<file path="src/rtl/sqrt_rr_sequencer.sv">
// Round-robin shared iterative square-root engine.
// One root bit per cycle, MSB first; tagged result on a valid/ready port.
module sqrt_rr_sequencer #(
  parameter  int NREQ  = 2,
  parameter  int IN_W  = 23,
  localparam int OUT_W = (IN_W + 1) / 2,
  localparam int ID_W  = $clog2(NREQ)
) (
  input  logic                 clk,
  input  logic                 reset,
  input  logic [NREQ-1:0]      req_valid,
  input  logic [NREQ*IN_W-1:0] req_radicand,
  output logic [NREQ-1:0]      req_ready,
  output logic                 res_valid,
  input  logic                 res_ready,
  output logic [OUT_W-1:0]     res_root,
  output logic [ID_W-1:0]      res_id,
  output logic                 busy
);

  localparam int BW = $clog2(OUT_W);
  localparam int SW = 2 * OUT_W;

  typedef enum logic [1:0] {
    IDLE,
    CALC,
    DONE
  } state_t;

  state_t           state;
  logic [ID_W-1:0]  rr_last;
  logic [IN_W-1:0]  rad;
  logic [ID_W-1:0]  id;
  logic [OUT_W-1:0] root;
  logic [BW-1:0]    bitn;

  logic [ID_W-1:0]  gnt;
  logic [ID_W-1:0]  idx;
  logic             found;

  // Search starts just past the last winner so every requester gets a turn.
  always_comb begin
    gnt   = '0;
    idx   = '0;
    found = 1'b0;
    for (int k = 1; k <= NREQ; k++) begin
      idx = ID_W'((int'(rr_last) + k) % NREQ);
      if (!found && req_valid[idx]) begin
        found = 1'b1;
        gnt   = idx;
      end
    end
  end

  assign req_ready = (state == IDLE && found)
                   ? (NREQ'(1) << gnt) : '0;
  assign busy = (state != IDLE);

  logic [OUT_W-1:0] t;
  logic [SW-1:0]    sq;
  logic [OUT_W-1:0] next_root;

  assign t  = root | (OUT_W'(1) << bitn);
  assign sq = {{OUT_W{1'b0}}, t} * {{OUT_W{1'b0}}, t};
  assign next_root = (sq <= SW'(rad)) ? t : root;

  always_ff @(posedge clk) begin
    if (reset) begin
      state     <= IDLE;
      rr_last   <= ID_W'(NREQ - 1);
      rad       <= '0;
      id        <= '0;
      root      <= '0;
      bitn      <= '0;
      res_valid <= 1'b0;
      res_root  <= '0;
      res_id    <= '0;
    end else begin
      unique case (state)
        IDLE: begin
          if (found) begin
            rad     <= req_radicand[int'(gnt)*IN_W +: IN_W];
            id      <= gnt;
            rr_last <= gnt;
            root    <= '0;
            bitn    <= BW'(OUT_W - 1);
            state   <= CALC;
          end
        end
        CALC: begin
          root <= next_root;
          if (bitn == '0) begin
            res_root  <= next_root;
            res_id    <= id;
            res_valid <= 1'b1;
            state     <= DONE;
          end else begin
            bitn <= bitn - BW'(1);
          end
        end
        DONE: begin
          if (res_ready) begin
            res_valid <= 1'b0;
            state     <= IDLE;
          end
        end
        default: state <= IDLE;
      endcase
    end
  end

endmodule

</file>
<file path="config.mk">
export PLATFORM = sky130hd
export DESIGN_NAME = sqrt_rr_sequencer
export DESIGN_NICKNAME = d
export VERILOG_FILES = /design/src/rtl/sqrt_rr_sequencer.sv
export SDC_FILE = /design/constraint.sdc
export NUM_CORES = 1
export LEC_CHECK = 0
export ABC_AREA = 1
export CAP_MARGIN = 20
export CORE_MARGIN = 2
export CORE_UTILIZATION = 45
export CTS_CLUSTER_SIZE = 25
export DETAILED_ROUTE_END_ITERATION = 10
export GPL_ROUTABILITY_DRIVEN = 1
export PLACE_DENSITY = 0.71
export SYNTH_ARGS = -nofsm -noshare
export SYNTH_HDL_FRONTEND = slang
export SYNTH_SLANG_ARGS = --single-unit
</file>
<file path="constraint.sdc">
create_clock -name clk -period 7.65 [get_ports clk]
set_clock_uncertainty 0.2 [all_clocks]
set_input_delay 2.295 -clock clk [delete_from_list [all_inputs] [get_ports clk]]
set_output_delay 2.295 -clock clk [all_outputs]
set_load 0.1 [all_outputs]
</file>
==> qor.yml <==
yosys_most_used_dff: "dfxtp_1"
die_y_um: 130.6
cp_data_required_time_ps: 7700
ir_worst_vdd_v: 0.0002032
syn_inst: 971
grt_pass1_vias: 6166
critPathSlowestCell: "fa_1"
setup_viol: 0
nNetsFinal: 1270
path_delay_family: "adder cells"
drt_iter0_markers: 349
synth.net_count: 1189
grt_overflow: 0
ys_ff_latch: 57
relSlewSlack_pct: 32.94
finalCriticalPeriod_ps: 7262
first_pass_iters: 5
dieArea_mm2: 0.01706
grtUsageTotal_pct: 20.78
ys_warn_count: 0
worstPathMaxFanout: 10
routed_wl_mm: 16.92
critPathKind: "reg -> reg"
clkTransAtPathRegs_ps: 60
synth_most_common_cell: "inv_1"
nFillCells: 1493
ys_seq_area_share_pct: 15.82
finalMaxSlewViolations: 0
yosys.area.top_type: "fa_1"
startpoint_type: "register"
num_antenna_cells: 0
dp.final_hpwl_mm: 13.46
worstPathArrival_ps: 7310
max_slew.worst_pin.slew_ps: 1002
synth.top_cell.area_share_pct: 23.31
rows: 46
status: "finished, final reports clean"
cp_slowest_stage_delay_ps: 540
core_area_mm2: 0.01577
final-hold-violation-count: 0
fin_ws_ps: 388.3
place.gp.congestion: 0.8724
syn_avg_cell_area_um2: 7.430
drive_above_1_share_pct: 8.515
pre_cts_slack_ps: 250.1
num_vias: 6223
path_buf_inv: 8
antenna_found_initial: 0
die_x_um: 130.6
ant_nets: 0
max_cap_viol_count: 0
power_w: 0.001633
fin_crit_sh_pct: 94.92
synth_area_leaders: "fa_1 (23%), dfxtp_1 (16%), ha_1 (14%)"
syn_to_final_growth_pct: 20.71
pin_count: 68
async_flop_share_pct: 0
grt_pass1_wl_mm: 28.45
p_leak_nw: 4.842
drc: 0
cts_tree: "built"
cts.sinks: 57
io_buffers: 67
grt_max_degree: 42
synth.top_cells.by_count: "inv_1 (249), nand2_1 (221), fa_1 (84)"
hp-class: "reg -> reg"
ys_types: 38
wl_per_cell_um: 13.29
final_util_pct: 55.22
syn_area_mm2: 0.007214
cts_buffers: 9
power_density_mw_per_mm2: 187.6
start_util_pct: 45.75
synth_edf_count: 0
clock.fmax_mhz: 137.7
root_buffer: "clkbuf_16"
viasPerCell: 4.888
clk_latency_ps: 330
htreeDepth: 3
endpoint_kind: "register"
cts_buffer_depth: 2
==> through the flow <==
step           std cells  cell area, um^2  setup TNS (ps)  hold WS (ps)
2_1_floorplan        971             7214               0         224.2
3_3_place_gp        1252             8237               0         244.1
3_5_place_dp        1252             8237               0         247.0
4_1_cts             1268             8566               0         255.6
5_1_grt             1273             8708          -56.71         279.6
6_report            1273             8708               0         265.1
==> worst reg2reg max path, delay by kind of cell (launching register included) <==
kind                       cells  cell delay, ps
AOI/OAI and AO/OA              5             850
xor gates and xnor gates       1             170
adders and majority gates      7            3270
buffers and inverters          8             970
DFF                            1             400
and+or+nand+nor               10            1310
==> placed cells by master (no fill, tap or decap), types with 8 or more instances in the layout <==
cell type / count
a31oi_1: 12
xor2_1: 16
nand3_1: 32
inv_1: 247
a22oi_1: 25
fa_1: 84
o21ai_0: 12
nor2_1: 48
buf_4: 34
dfxtp_1: 55
ha_1: 78
nand2_1: 219
clkbuf_16: 9
clkdlybuf4s50_1: 65
xnor2_1: 8
a21oi_1: 43
==> where the power goes <==
part	switching, W	leakage, nW	total (W)	internal, W
Clock	0.000148	0.159	0.000443	0.000295
Combinational	0.000542	4.22	0.000825	0.000282
Sequential	0.0000275	0.467	0.000365	0.000338
==> cell families (layout without fill, tap and decap cells) <==
kind of cell,count (synthesis),after routing,share of synthesized area (%)
compound gates,114,114,9.764
mux,2,2,0.3122
xor+xnor,25,25,3.139
buf+inv,283,369,15.11
fa+ha+maj,167,167,37.70
simple gates,323,323,18.16
flops,57,57,15.82
==> metal layers <==
layer  track usage (%)  wire length (um)  vias up
met1             27.38              7715     2972
met3             2.728               564       21
met5                 0                 0        -
li1                  -                 -     3110
met4             4.193               211        0
met2             36.76              8425      120
==> flip-flops by register name, indices dropped and copies added, names as in the netlist <==
signal and count:
rr_last 1, rad 23, res_id 1, bitn 4
root 12, state 2, res_valid 1, res_root 12
id 1
==> repair_timing <==
item,CTS,global route
hold buffers,0,0
buffers inserted,0,5
endpoints found under the setup margin,0,23
resized for setup,0,26
==> final timing paths <==
check,startpoint,end,slack [ps],depth (start not counted)
max,bitn[3],root[10],390,31
min,id,res_id,270,2
max reg2reg,bitn[3],root[10],390,31
min reg2reg,id,res_id,270,2
==> layout make-up <==
class / instances / area, um^2 / share of cell area (%)
sequential: 57 / 1144 / 13.13
timing repair buffer: 101 / 937.1 / 10.76
inverter: 252 / 945.9 / 10.86
multi-input combinational: 631 / 5082 / 58.36
clock buffer: 10 / 239.0 / 2.744
tap: 216 / 270.3 / 3.103
clock inverter: 6 / 90.09 / 1.034
Note: power is estimated with default switching activity, not from simulation.
